$ cat config.mk
export PLATFORM = sky130hd
export DESIGN_NAME = palette_fade_sequencer
export DESIGN_NICKNAME = d
export VERILOG_FILES = /design/src/rtl/palette_fade_sequencer_pkg.sv /design/src/rtl/palette_fade_sequencer_frame_tick_gen.sv /design/src/rtl/palette_fade_sequencer.sv
export SDC_FILE = /design/constraint.sdc
export NUM_CORES = 1
export LEC_CHECK = 0
export BUFFER_PORTS_ARGS = -buffer_cell sky130_fd_sc_hd__buf_2
export CORE_UTILIZATION = 64
export CTS_BUF_LIST = sky130_fd_sc_hd__clkbuf_4 sky130_fd_sc_hd__clkbuf_8
export CTS_CLUSTER_SIZE = 12
export DETAILED_ROUTE_END_ITERATION = 16
export GPL_TIMING_DRIVEN = 0
export PLACE_DENSITY_LB_ADDON = 0.25
export RECOVER_POWER = 50
export SETUP_SLACK_MARGIN = 0.2
export SLEW_MARGIN = 10
export SYNTH_ARGS = -nofsm -noshare
export SYNTH_HDL_FRONTEND = slang
export SYNTH_HIERARCHICAL = 1
export SYNTH_SLANG_ARGS = --single-unit
$ cat constraint.sdc
create_clock -name Clk -period 5.4 [get_ports Clk]
set_clock_uncertainty 0.05 [all_clocks]
set_input_delay 0.54 -clock Clk [delete_from_list [all_inputs] [get_ports Clk]]
set_output_delay 0.54 -clock Clk [all_outputs]
set_load 0.02 [all_outputs]
$ cat src/rtl/palette_fade_sequencer_pkg.sv
//==============================================================================
// Module   : palette_pkg
// Brief    : Shared types and constants for the palette fade sequencer.
// Revision : 1.0 - initial release
//==============================================================================
`timescale 1ns/1ps
`default_nettype none

package palette_pkg;

   typedef enum logic [2:0] {
      IDLE     = 3'd0,
      FADE_OUT = 3'd1,
      HOLD     = 3'd2,
      SWAP     = 3'd3,
      FADE_IN  = 3'd4
   } fade_state_t;

   typedef enum logic [1:0] {
      GS_MENU  = 2'd0,
      GS_PLAY  = 2'd1,
      GS_PAUSE = 2'd2,
      GS_OVER  = 2'd3
   } game_state_t;

   localparam int                     PAL_COLOR_W   = 6;
   localparam logic [PAL_COLOR_W-1:0] PAL_MAX_INDEX = 6'h3C;

endpackage

`default_nettype wire

$ cat src/rtl/palette_fade_sequencer_frame_tick_gen.sv
//==============================================================================
// Module   : frame_tick_gen
// Brief    : Vsync falling-edge detector and frame divider producing per-frame
//            and per-fade-step ticks; clr restarts the divider.
// Revision : 1.0 - initial release
//==============================================================================
`timescale 1ns/1ps
`default_nettype none

module frame_tick_gen
   import palette_pkg::*;
#(
   parameter int STEP_FRAMES = 4
)(
   input  logic Clk,
   input  logic Reset,
   input  logic vs,
   input  logic clr,
   output logic frame_tick,
   output logic step_tick
);

   localparam int                 c_cnt_w = $clog2(STEP_FRAMES + 1);
   localparam logic [c_cnt_w-1:0] c_last  = c_cnt_w'(STEP_FRAMES - 1);

   logic               r_vs_d;
   logic [c_cnt_w-1:0] r_frame_cnt;

   assign frame_tick = r_vs_d & ~vs;
   assign step_tick  = frame_tick & (r_frame_cnt == c_last);

   always_ff @(posedge Clk or negedge Reset) begin
      if (!Reset) begin
         r_vs_d      <= 1'b1;
         r_frame_cnt <= '0;
      end else begin
         r_vs_d <= vs;
         if (clr) begin
            r_frame_cnt <= '0;
         end else if (frame_tick) begin
            r_frame_cnt <= step_tick ? '0 : r_frame_cnt + 1'b1;
         end
      end
   end

endmodule

`default_nettype wire

$ cat src/rtl/palette_fade_sequencer.sv
//==============================================================================
// Module   : palette_fade_sequencer
// Brief    : Fades the palette index out, commits a new game state, fades back
//            in. Optional black hold at level 0 via PALETTE_FADE_HOLD_EN.
// Revision : 1.0 - initial release
//==============================================================================
`timescale 1ns/1ps
`default_nettype none

module palette_fade_sequencer
   import palette_pkg::*;
#(
   parameter int                 COLOR_W     = PAL_COLOR_W,
   parameter int                 FADE_STEPS  = 8,
   parameter int                 STEP_FRAMES = 4,
   parameter logic [COLOR_W-1:0] MAX_INDEX   = PAL_MAX_INDEX,
   parameter int                 HOLD_FRAMES = 2
)(
   input  logic               Clk,
   input  logic               Reset,
   input  logic               vs,
   input  logic [1:0]         gameState,
   input  logic [COLOR_W-1:0] baseColor,
   output logic [COLOR_W-1:0] colorValue,
   output logic [1:0]         curState,
   output logic [3:0]         level,
   output logic               fadeActive,
   output logic               fadeDone
);

   localparam int         c_shift  = $clog2(FADE_STEPS);
   localparam int         c_prod_w = COLOR_W + 4;
   localparam logic [3:0] c_full   = 4'(FADE_STEPS);

   fade_state_t        r_state, w_state_nxt;
   logic [3:0]         r_level, w_level_nxt;
   game_state_t        r_cur_state, w_cur_state_nxt;
   logic               r_fade_done, w_fade_done_nxt;
   logic [COLOR_W-1:0] r_color;
   logic               w_frame_tick;
   logic               w_step_tick;
   logic               w_clr;

   logic [c_prod_w-1:0] w_prod;
   logic [c_prod_w-1:0] w_idx;
   logic [COLOR_W-1:0]  w_sat;

   frame_tick_gen #(
      .STEP_FRAMES (STEP_FRAMES)
   ) u_frame_tick_gen (
      .Clk        (Clk),
      .Reset      (Reset),
      .vs         (vs),
      .clr        (w_clr),
      .frame_tick (w_frame_tick),
      .step_tick  (w_step_tick)
   );

`ifdef PALETTE_FADE_HOLD_EN
   localparam int c_hold_w = $clog2(HOLD_FRAMES + 1);

   logic [c_hold_w-1:0] r_hold_cnt;
   logic                w_hold_done;

   assign w_hold_done = (r_state == HOLD) && w_frame_tick &&
                        (r_hold_cnt == c_hold_w'(HOLD_FRAMES - 1));

   always_ff @(posedge Clk or negedge Reset) begin
      if (!Reset) begin
         r_hold_cnt <= '0;
      end else if (r_state != HOLD) begin
         r_hold_cnt <= '0;
      end else if (w_frame_tick) begin
         r_hold_cnt <= r_hold_cnt + 1'b1;
      end
   end
`else
   // Frame ticks are only consumed by the hold counter.
   localparam int c_unused_hold_frames = HOLD_FRAMES;
   logic          w_unused_frame_tick;
   assign w_unused_frame_tick = w_frame_tick;
`endif

   always_ff @(posedge Clk or negedge Reset) begin
      if (!Reset) begin
         r_state     <= IDLE;
         r_level     <= c_full;
         r_cur_state <= GS_MENU;
         r_fade_done <= 1'b0;
      end else begin
         r_state     <= w_state_nxt;
         r_level     <= w_level_nxt;
         r_cur_state <= w_cur_state_nxt;
         r_fade_done <= w_fade_done_nxt;
      end
   end

   always_comb begin
      w_state_nxt     = r_state;
      w_level_nxt     = r_level;
      w_cur_state_nxt = r_cur_state;
      w_fade_done_nxt = 1'b0;
      case (r_state)
         IDLE: begin
            if (gameState != r_cur_state) begin
               w_state_nxt = FADE_OUT;
            end
         end
         FADE_OUT: begin
            // Level 0 is held for one cycle so black is visible before the commit.
            if (r_level == 4'd0) begin
`ifdef PALETTE_FADE_HOLD_EN
               w_state_nxt = HOLD;
`else
               w_state_nxt = SWAP;
`endif
            end else if (w_step_tick) begin
               w_level_nxt = r_level - 4'd1;
            end
         end
         HOLD: begin
`ifdef PALETTE_FADE_HOLD_EN
            if (w_hold_done) begin
               w_state_nxt = SWAP;
            end
`else
            w_state_nxt = SWAP;
`endif
         end
         SWAP: begin
            w_cur_state_nxt = game_state_t'(gameState);
            w_state_nxt     = FADE_IN;
         end
         FADE_IN: begin
            if (r_level == c_full) begin
               w_state_nxt     = IDLE;
               w_fade_done_nxt = 1'b1;
            end else if (w_step_tick) begin
               w_level_nxt = r_level + 4'd1;
            end
         end
         default: begin
            w_state_nxt = IDLE;
         end
      endcase
   end

   // Every transition restarts frame counting for the next phase.
   assign w_clr = (w_state_nxt != r_state);

   assign w_prod = c_prod_w'(baseColor) * c_prod_w'(r_level);
   assign w_idx  = w_prod >> c_shift;
   assign w_sat  = (w_idx > c_prod_w'(MAX_INDEX)) ? MAX_INDEX : w_idx[COLOR_W-1:0];

   always_ff @(posedge Clk or negedge Reset) begin
      if (!Reset) begin
         r_color <= '0;
      end else begin
         r_color <= (r_level == 4'd0) ? '0 : w_sat;
      end
   end

   assign colorValue = r_color;
   assign curState   = r_cur_state;
   assign level      = r_level;
   assign fadeActive = (r_state != IDLE);
   assign fadeDone   = r_fade_done;

endmodule

`default_nettype wire

* Yosys cells after proc, flatten, opt, wreduce, memory -nomap -nowiden
Index checks and enable logic that the tools add are counted.
Word-level totals: bits in registers 20, input bits 11, output and inout bits 14, logic and storage cells 49
Cells by class: add/sub/neg operators 3, multiply operators 1, $lt $le $gt $ge 1, eq/ne operators 12, multiplexer cells 16, bitwise gates (word level) 3, reduce and logical (&&, ||, !) cells 6
Operators by type and width (count):
- 3-bit two-way mux | 6
- 4-bit two-way mux | 4
- 3-bit one-hot mux with 5 select lines | 1
- 6-bit two-way mux | 2
- 6-bit by 4-bit multiplier with 10-bit output | 1
- 3-bit by 2-bit equality test with 1-bit output, second input constant | 3
- 4-bit one-hot mux with 2 select lines | 1
- 7-bit by 6-bit > comparator with 1-bit output, second input constant | 1
- 5-bit AND reduction | 1
- 4-bit by 1-bit adder with 4-bit output, second input constant | 1
- 4-bit equality test, second input constant | 1
- 4-bit logical NOT | 1
- 2-bit by 1-bit != test with 1-bit output, second input constant | 2
- 2-bit != test, second input constant | 2
- 2-bit nonzero test | 2
- 4-bit by 1-bit subtractor with 4-bit output, second input constant | 1
- 3-bit by 1-bit adder with 3-bit output, second input constant | 1
- 3-bit by 1-bit equality test with 1-bit output, second input constant | 1
- 3-bit equality test, second input constant | 1
- 3-bit logical NOT | 1
- 3-bit != test | 1
- 3-bit nonzero test | 1
- 1-bit bitwise AND | 2
- 1-bit two-way mux | 2
- 2 further kinds | 2

* Longest topological paths before layout
Gate-level depths: netlist of the first run.
depth after elaboration 6, depth in mapped cells 13, mapped depth without buffers 12

* Modules after synthesis
Netlist of the first run, hierarchy kept.
By module, submodules not included:
- palette_fade_sequencer | instances 1, cells an instance 151, area an instance 1519.0 µm², seq. area each 401.6 µm²
- frame_tick_gen | instances 1, cells an instance 16, area an instance 196.4 µm², seq. area each 101.3 µm²

* Worst setup path after synthesis of the first run
No wires, ideal clock.
kind register -> register, start point reg r_level[3] (netlist: level[3]), end point reg r_color[0] (netlist: colorValue[0]), library setup time 0.130 ns, arrival 3.251 ns, required time 5.220 ns, setup slack 1.969 ns, cell stages (with the launch flop) 12, buffers on the path 1, period minus slack after synthesis 3.431 ns, cells stage by stage dfstp_2 -> clkbuf_2 -> nand2_1 -> fa_1 -> inv_1 -> fa_1 -> fa_1 -> a21o_1 -> a21oi_1 -> xnor2_1 -> nor4_2 -> nor3b_1
On the way: cells in the longest elaborated chain, start to end 4, elaborated cells between the ends (all ways) 5, classes of those cells mul (1); order compare (1); mux (2); reduce/logical (1)
RTL lines:
- from (decl) | RTL line palette_fade_sequencer.sv:36 | logic [3:0] r_level, w_level_nxt;
- from (signal assigned) | RTL line palette_fade_sequencer.sv:87 | r_level <= c_full;
- from (signal assigned) | RTL line palette_fade_sequencer.sv:92 | r_level <= w_level_nxt;
- 6-bit by 4-bit multiplier with 10-bit output | RTL line palette_fade_sequencer.sv:151 | assign w_prod = c_prod_w'(baseColor) * c_prod_w'(r_level);
- 7-bit by 6-bit > comparator with 1-bit output | RTL line palette_fade_sequencer.sv:153 | assign w_sat = (w_idx > c_prod_w'(MAX_INDEX)) ? MAX_INDEX : w_idx[COLOR_W-1:0];
- 6-bit two-way mux | RTL line palette_fade_sequencer.sv:153
- 6-bit two-way mux * | RTL line palette_fade_sequencer.sv:159 | r_color <= (r_level == 4'd0) ? '0 : w_sat;
- to (signal assigned) | RTL line palette_fade_sequencer.sv:159
- to (decl) | RTL line palette_fade_sequencer.sv:39 | logic [COLOR_W-1:0] r_color;
Every way passes the cells marked *; elsewhere a longest branch is shown, timed or not. A chain may end at the register's enable or synchronous reset.

* Worst setup path in the final report of the first run
start point reg r_level[3] (netlist: level[3]), end point reg r_color[1] (netlist: colorValue[1])
The elaborated chain is that of the path after synthesis.

==> out/results.ini, run 1 <==
[cts]
cts_root_buf = clkbuf_4
cts_tree = done
clockBufferDepth = 2
htree_levels = 1
post_cts_buffers = 0
ctsHoldBuffers = 0
clock_latency_ns = 0.31
cts_resized = 0
clkTransAtPathRegs_ns = 0.12
cts_buffers = 3
cts_sinks = 20

[setup_path]
cp.required_ns = 5.56
crit_type = register to register
cp-end-kind = register
startpoint = level[3]
startpoint_type = register
path_max_fanout = 9
reg2regPathDepth = 12
arrival_ns = 3.79
r2r_start = level[3]
r2r_end = colorValue[1]
crit_path_end = colorValue[1]
ff2ff_setup_slack_ns = 1.77

[place]
globalplace.congestion = 0.8575
dp.cells = 221
dp_hpwl_um = 2544
port_buffers = 24

[sta]
max_freq_mhz = 275.6
finalSetupViolCount = 0
post-route-period-util = 0.6720
fin_tns_setup_ns = 0
hold_violations = 0
rsz0062_at_grt = no
drv_slew = 0
fin_crit_ns = 3.629
relSlewSlack = 0.3035
worst_pin_slew_ns = 1.045

[synth]
synth-edff-count = 0
synthFlopType = dfrtp_1
synth_warnings = 6
synth.avg_cell_area_um2 = 10.27
netlist_area_mm2 = 0.001715
netlist_instances = 167
yosysSeqAreaShare = 0.2932
ys_ff_latch = 20
syn-num-nets = 202
synth.distinct_cells = 51
async_reset_ff_frac = 1.000

[grt]
globalRouteTotalUtil = 0.2542
grt-ovfl-total = 0
antenna_found_initial = 0
grt_first_pass_wirelength_um = 5361
first_global_vias = 1238
grt_max_degree = 21

[run]
cap_viol_max_count = 0

[finish]
areaGrowthSynthToFinish_pct = 10.94
final_nets = 231
fin_cells = 225
drive_above_1_share = 0.2154
n_antenna_cell = 0

[route]
wire_per_inst_um = 13.85
num_vias = 1293
firstDrtPassIters = 5
routed_wirelength_um = 3116
drtAntennaViolNets = 0
drt-initial-drc-count = 20
via_per_inst = 5.747
drc = 0

[worst_hold_path]
hold_depth = 1
hold_class = primary input to register

[die]
fp.coreArea_mm2 = 0.002500
fp.dieH_um = 53.77
die_area_mm2 = 0.002891
fp-row-count = 18
boundaryPins = 25
start_util = 0.6862
dieWidth_um = 53.77

[outcome]
status = finished clean

[power_and_ir_drop]
powerDensity_mw_per_mm2 = 447.3
vdd.ir_drop.worst_v = 0.0005268
leakage_nw = 0.9275

[sequential cells by signal (all words and copies together) (netlist names)]
name / flops
colorValue: 6
level: 4
r_state: 3
u_frame_tick_gen/r_frame_cnt: 3
curState: 2
fadeDone: 1
u_frame_tick_gen/r_vs_d: 1
[layer usage]
metal / vias to the layer above / wire length [um] / track usage
met5: - / 0 / 0
met3: 4 / 141 / 0.05650
met1: 620 / 1434 / 0.3275
met2: 34 / 1512 / 0.4362
met4: 0 / 27 / 0.04386
li1: 635 / - / -
[synthesized netlist by cell type (3+ instances only)]
library cell | count | share of area
fa_1 | 9 | 0.11
nand2b_1 | 8 | 0.029
a21oi_1 | 10 | 0.029
xor2_1 | 3 | 0.015
and2_1 | 16 | 0.058
inv_1 | 14 | 0.031
nand2_1 | 12 | 0.026
xnor2_1 | 8 | 0.041
nor2_1 | 5 | 0.011
ha_1 | 15 | 0.11
dfrtp_1 | 18 | 0.26
[worst max-delay path, cell delays in order, from the launching register on]
cell	delay (ns)
dfstp_2	0.39
clkbuf_2	0.19
and2_1	0.20
fa_1	0.53
inv_1	0.06
fa_1	0.53
inv_1	0.04
ha_1	0.37
a21oi_2	0.21
o211ai_2	0.15
a221oi_4	0.30
xor2_2	0.28
nor3b_1	0.23
[logic make-up after synthesis]
group                    count (synthesis)  share of synthesized area
AND/OR/NAND/NOR                         62                     0.2239
AO/OA/AOI/OAI                           28                     0.1401
adder cells (fa/ha/maj)                 24                     0.2144
flip-flops                              20                     0.2932
buffers and inverters                   18                    0.04303
XOR/XNOR                                12                    0.06565
multiplexers                             3                    0.01969
[final cells by class]
| class | count | area (um2) |
|---|---|---|
| Buffer | 4 | 21.27 |
| Multi-Input combinational cell | 129 | 1139 |
| Sequential cell | 20 | 503.0 |
| Inverter | 14 | 52.55 |
| Fill cell | 184 | 596.8 |
| Timing Repair Buffer | 24 | 113.9 |
| Clock buffer | 4 | 36.28 |
| Tap cell | 30 | 37.54 |
[worst min path at each step]
stage | start | end
4_1_cts | Reset | r_state[0]
5_1_grt | vs | u_frame_tick_gen/r_vs_d
3_5_place_dp | Reset | colorValue[4]
6_report | vs | u_frame_tick_gen/r_vs_d
2_1_floorplan | Reset | colorValue[0]
3_3_place_gp | Reset | colorValue[3]
[cells in the final DEF, fill, tap and decap left out, types with 6 or more instances in the layout]
cell type / count
inv_1: 14
buf_2: 20
fa_1: 9
and2_1: 16
nand2_1: 12
clkbuf_1: 6
ha_1: 15
dfrtp_1: 18
xnor2_1: 8
a21oi_1: 10
nand2b_1: 8
[stage by stage]
step | setup slack (ns) | hold WS [ns] | power [mW] | util | cell area, um2
5_1_grt | 1.615 | 0.2896 | 0.9370 | 0.7613 | 1903
3_5_place_dp | 1.703 | 0.4572 | 0.7677 | 0.7492 | 1873
3_3_place_gp | 1.801 | 0.4476 | 0.7402 | 0.7492 | 1873
2_1_floorplan | 1.969 | 0.1944 | 0.6455 | - | 1715
6_report | 1.771 | 0.2991 | 0.8513 | 0.7613 | 1903
4_1_cts | 1.778 | 0.1222 | 0.8561 | 0.7638 | 1909
[power breakdown]
group / leakage, nW / switching (mW) / internal [mW] / total (mW)
Sequential: 0.257 / 0.0330 / 0.193 / 0.226
Clock: 0.0210 / 0.0457 / 0.0411 / 0.0869
Combinational: 0.650 / 0.314 / 0.224 / 0.538
Total: 0.927 / 0.393 / 0.458 / 0.851
No activity file was read; power rests on OpenSTA's default activity.
==> run 2, diff against run 1 <==
CORE_UTILIZATION = 53   (was 64)
clock period = 3.2 ns   (was 5.4 ns; I/O delays follow)
==> run 2 against run 1 <==
Clock-buffer cell count unchanged; largest power group unchanged; core utilization shrank 6.5 points; the run now ends with setup timing left; register-to-register slack got worse by 1.9 ns; die area rose by 20%; worst hold slack got worse by 0.20 ns; largest cell class unchanged; non-clock buffer count increased by 13; cell area is 12% higher; global-route usage down 2.7 points; sequential share of layout area is 2.7 points lower.
==> out/results.ini, run 2 (synthesis results as in run 1) <==
[setup_path]
startpoint = level[3]
path_max_fanout = 6  ; -3
crit_type = register to register
r2r_start = level[3]
reg2regPathDepth = 13  ; +1
arrival_ns = 3.42  ; -0.37 ns
startpoint_type = register
cp-end-kind = register
cp.required_ns = 3.31  ; -2.25 ns

[cts]
cts_root_buf = clkbuf_4
cts_buffers = 3  ; unchanged
cts_tree = done
clock_latency_ns = 0.30  ; about the same
clkTransAtPathRegs_ns = 0.12  ; about the same
htree_levels = 1  ; unchanged
cts_sinks = 20  ; unchanged
clockBufferDepth = 2  ; unchanged

[sta]
post-route-period-util = 1.032  ; +0.3603
fin_crit_ns = 3.303  ; -0.3255 ns
drv_slew = 0  ; unchanged
max_freq_mhz = 302.7  ; +9.9%
relSlewSlack = 0.3026  ; -0.0008850
rsz0062_at_grt = yes
setup_slack_ns = -0.1033  ; -1.874 ns
worst_pin_slew_ns = 1.046  ; +0.001327 ns
hold_violations = 0  ; unchanged
finalSetupViolCount = 6  ; +6
fin_hold_ws_ns = 0.09879  ; -0.2003 ns

[route]
drc = 0  ; unchanged
drtAntennaViolNets = 0  ; unchanged
num_vias = 1348  ; +4.3%
via_per_inst = 5.349  ; -6.9%
routed_wirelength_um = 3492  ; +12%
drt-initial-drc-count = 34  ; +70%
wire_per_inst_um = 13.86  ; about the same
firstDrtPassIters = 4  ; -1

[power_and_ir_drop]
powerDensity_mw_per_mm2 = 756.0  ; +69%
leakage_nw = 0.9999  ; +7.8%
swShare = 0.4490  ; -0.01273
power_frac_seq = 0.236  ; -0.030
power.share.clock = 0.081  ; -0.021
combPwrFrac = 0.682  ; +0.050
switching_power_uw = 722.1  ; +84%
vdd.ir_drop.worst_v = 0.0007287  ; +38%
internal_power_uw = 886.0  ; +93%
power_mw = 1.608  ; +89%

[die]
fp-row-count = 20  ; +2
dieWidth_um = 58.89  ; +9.5%
die_area_mm2 = 0.003468  ; +20%
boundaryPins = 25  ; unchanged
fp.coreArea_mm2 = 0.003053  ; +22%
start_util = 0.5619  ; -0.1243
fp.dieH_um = 58.89  ; +9.5%

[outcome]
violations = setup timing
status = complete, but fails checks

[finish]
drive_above_1_share = 0.3510  ; +0.1356
final_util = 0.6967  ; -0.06454
largest_register_ffs = 6  ; unchanged
fin_cells = 252  ; +12%
layout_commonest_cell = buf_2
n_antenna_cell = 0  ; unchanged
areaGrowthSynthToFinish_pct = 24.00
final_nets = 244  ; +5.6%
final_cell_mix = buf_2, dfrtp_1, buf_4, and2_1

[worst_hold_path]
min-delay-start = vs
hold_class = primary input to register
hold_depth = 1  ; unchanged

[place]
dp.cells = 235  ; +6.3%
globalplace.congestion = 0.8060  ; -6.0%
dpl_worst_slack_ns = -0.06762  ; -1.771 ns
dp_hpwl_um = 2703  ; +6.2%
port_buffers = 24  ; unchanged

[grt]
grt-ovfl-total = 0  ; unchanged
grt_first_pass_wirelength_um = 6065  ; +13%
antenna_found_initial = 0  ; unchanged
grt_max_degree = 21  ; unchanged
first_global_vias = 1428  ; +15%
globalRouteTotalUtil = 0.2271  ; -0.02701

[run]
cap_viol_max_count = 0  ; unchanged

run 2: metrics by stage:
| stage | setup TNS [ns] | cell area (um2) |
|---|---|---|
| 6_report | -0.2265 | 2127 |
| 3_5_place_dp | -0.2238 | 1981 |
| 2_1_floorplan | 0 | 1805 |
| 4_1_cts | -0.2650 | 2081 |
| 3_3_place_gp | -0.02622 | 1981 |
| 5_1_grt | -1.050 | 2127 |
run 2: final cells by class:
type,count,area [um2]
well taps,44,55.05
clock buffers,4,30.03
plain buffers,4,37.54
inverters,14,52.55
fillers,260,925.9
flip-flops and latches,20,505.5
multi-input cells,129,1232
repair buffers,37,214.0
run 2: critical path, cell delays in order, from the launching register on:
cell      delay, ns
dfstp_2        0.40
buf_8          0.12
and2_4         0.13
fa_1           0.52
inv_1          0.05
fa_1           0.49
inv_2          0.05
ha_4           0.30
nand4_1        0.17
o211ai_2       0.27
a221oi_4       0.10
xor2_2         0.29
buf_4          0.17
a21oi_2        0.04
run 2: repair_timing:
action	CTS	global route
hold endpoints to repair	18	0
buffers inserted	6	6
setup endpoints to repair	6	6
pin swaps	8	7
resized for setup	3	3
hold buffers	1	0
run 2: path summary, 6_finish.rpt:
kind	end	slack [ns]
worst max-delay path	colorValue[4]	-0.10
worst min-delay path	u_frame_tick_gen/r_vs_d	0.1
max in group asynchronous	level[1]	1.75
min in group asynchronous	r_state[0]	0.66
worst min register to register	u_frame_tick_gen/r_frame_cnt[2]	0.49
worst max register to register	colorValue[4]	-0.10
run 2: power groups by stage:
stage | sequential (mW) | combinational, mW | clock [mW]
finish | 0.380 | 1.10 | 0.131
global placement | 0.387 | 0.961 | 0
floorplan | 0.436 | 0.743 | 0
detailed placement | 0.392 | 1.00 | 0
CTS | 0.382 | 1.07 | 0.135
global route | 0.391 | 1.22 | 0.145
run 2: per-layer routing:
layer,wire length [um],track usage,up-vias
li1,-,-,655
met1,1495,0.2765,654
met2,1855,0.4140,35
met3,107,0.04396,4
met4,34,0.04762,0
met5,0,0,-
==> run 3, diff against run 2 <==
CORE_ASPECT_RATIO = 1.25   (was default)
==> run 3 against run 2 <==
Core utilization increased by 1.5 points; via count decreased by 0.82%; the flow now finishes without violations; total power increased by 2.5%; clock power increased by 11%; worst hold slack got worse by 0.020 ns; routed wire length decreased by 6.1%; largest cell class unchanged; critical endpoint is now colorValue[1].
==> out/results.ini, run 3 (synthesis results as in run 1) <==
[outcome]
status = finished clean

[place]
dpl_worst_slack_ns = -0.09970  ; -0.03209 ns
dp_hpwl_um = 2598  ; -3.9%
dp.cells = 227  ; -3.4%
port_buffers = 24  ; unchanged
globalplace.congestion = 0.8021  ; -0.48%

[worst_hold_path]
hold_class = primary input to register
min-delay-start = vs

[sta]
rsz0062_at_grt = yes
drv_slew = 0  ; unchanged
relSlewSlack = 0.3035  ; +0.0009030
finalSetupViolCount = 0  ; -6
setup_slack_ns = 0.01224  ; +0.1155 ns
post-route-period-util = 0.9962  ; -0.03610
hold_violations = 0  ; unchanged
fin_hold_ws_ns = 0.07922  ; -0.01956 ns
max_freq_mhz = 313.7  ; +3.6%
worst_pin_slew_ns = 1.045  ; -0.001353 ns
fin_crit_ns = 3.188  ; -0.1155 ns

[cts]
clock_latency_ns = 0.30  ; about the same
htree_levels = 1  ; unchanged
cts_sinks = 20  ; unchanged
clkTransAtPathRegs_ns = 0.11  ; about the same
clockBufferDepth = 2  ; unchanged
cts_buffers = 3  ; unchanged
cts_tree = done
cts_root_buf = clkbuf_4

[setup_path]
startpoint = level[3]
worstPathCellList = buf_8 > and2_4 > fa_1 > inv_1 > fa_1 > inv_2 > ha_4 > nand4_1 > o211ai_2 > a221oi_4 > xor2_2 > nor3b_2
cp-end-kind = register
slowest_stage = fa_1
startpoint_type = register
slowest_delay_ns = 0.54  ; +0.02 ns
crit_type = register to register
arrival_ns = 3.37  ; -0.05 ns
ff2ff_setup_slack_ns = 0.01  ; +0.12 ns
crit_top_cell = fa_1
path_max_fanout = 6  ; unchanged
cp.required_ns = 3.38  ; +0.07 ns
path_buf_inv = 3  ; -1
r2r_start = level[3]
path_delay_family = adder cells

[die]
die_area_mm2 = 0.003470  ; about the same
fp.coreArea_mm2 = 0.003000  ; -1.7%
fp.dieH_um = 65.61  ; +11%
boundaryPins = 25  ; unchanged
start_util = 0.5717  ; +0.009841
dieWidth_um = 52.89  ; -10%
fp-row-count = 22  ; +10%

[grt]
grt_first_pass_wirelength_um = 5713  ; -5.8%
antenna_found_initial = 0  ; unchanged
grt-ovfl-total = 0  ; unchanged
grt_max_degree = 21  ; unchanged
globalRouteTotalUtil = 0.2220  ; -0.005135
first_global_vias = 1350  ; -5.5%

[route]
drt-initial-drc-count = 18  ; -47%
wire_per_inst_um = 13.50  ; -2.6%
routed_wirelength_um = 3280  ; -6.1%
num_vias = 1337  ; -0.82%
drtAntennaViolNets = 0  ; unchanged
via_per_inst = 5.502  ; +2.9%
drc = 0  ; unchanged
firstDrtPassIters = 4  ; unchanged

[finish]
final_cell_mix = buf_2, dfrtp_1, and2_1, buf_4
n_antenna_cell = 0  ; unchanged
final_nets = 243  ; -0.41%
multi_input_area_mm2 = 0.001251  ; +1.5%
layout_commonest_cell = buf_2
fill_cells = 229  ; -12%
drive_above_1_share = 0.3527  ; +0.001695
areaGrowthSynthToFinish_pct = 24.43
largest_register_ffs = 6  ; unchanged
regArea_um2 = 505.5  ; unchanged
fin_cells = 243  ; -3.6%

[power_and_ir_drop]
powerDensity_mw_per_mm2 = 771.9  ; +2.1%
vdd.ir_drop.worst_v = 0.0004783  ; -34%
leakage_nw = 1.002  ; +0.20%

[run]
cap_viol_max_count = 0  ; unchanged

-- run 3: path summary, 6_finish.rpt --
| check | to | depth (start not counted) |
|---|---|---|
| worst min-delay path | u_frame_tick_gen/r_vs_d | 1 |
| worst max register to register | colorValue[1] | 12 |
| worst min register to register | u_frame_tick_gen/r_frame_cnt[2] | 2 |
| max in group asynchronous | level[2] | 2 |
| min in group asynchronous | curState[0] | 2 |
| worst max-delay path | colorValue[1] | 12 |
-- run 3: final cells by class --
type,instances,area share
buffer,4,0.01758
clock buffer,4,0.01700
inverter,14,0.02462
multi-input combinational,129,0.5862
sequential,20,0.2368
tap,36,0.02110
timing repair buffer,36,0.09672
-- run 3: what timing repair did --
item	in CTS	in global routing
resized for setup	3	5
setup endpoints to repair	6	6
hold buffers	1	0
setup buffers	7	4
endpoints found under the hold margin	18	0
pin swaps	9	12
-- run 3: per-stage QoR --
step | instance area (um2) | utilization | TNS (ns) | total power [mW]
detailed placement | 1971 | 0.6568 | -0.4306 | 1.395
global route | 2135 | 0.7114 | -0.6139 | 1.796
CTS | 2085 | 0.6947 | -0.2103 | 1.610
floorplan | 1805 | - | 0 | 1.179
global placement | 1971 | 0.6568 | -0.01979 | 1.350
finish | 2135 | 0.7114 | 0 | 1.648
-- run 3: power by group --
part / switching [mW] / internal [mW]
Sequential: 0.0540 / 0.328
Combinational: 0.598 / 0.523
Clock: 0.0756 / 0.0693
-- run 3: metal layers --
metal  GRT usage  vias up  routed length (um)
met5           0        -                   0
met4     0.07895        0                  60
met3     0.01389        6                  63
met1      0.2452      650                1277
met2      0.4272       25                1879
li1            -      656                   -
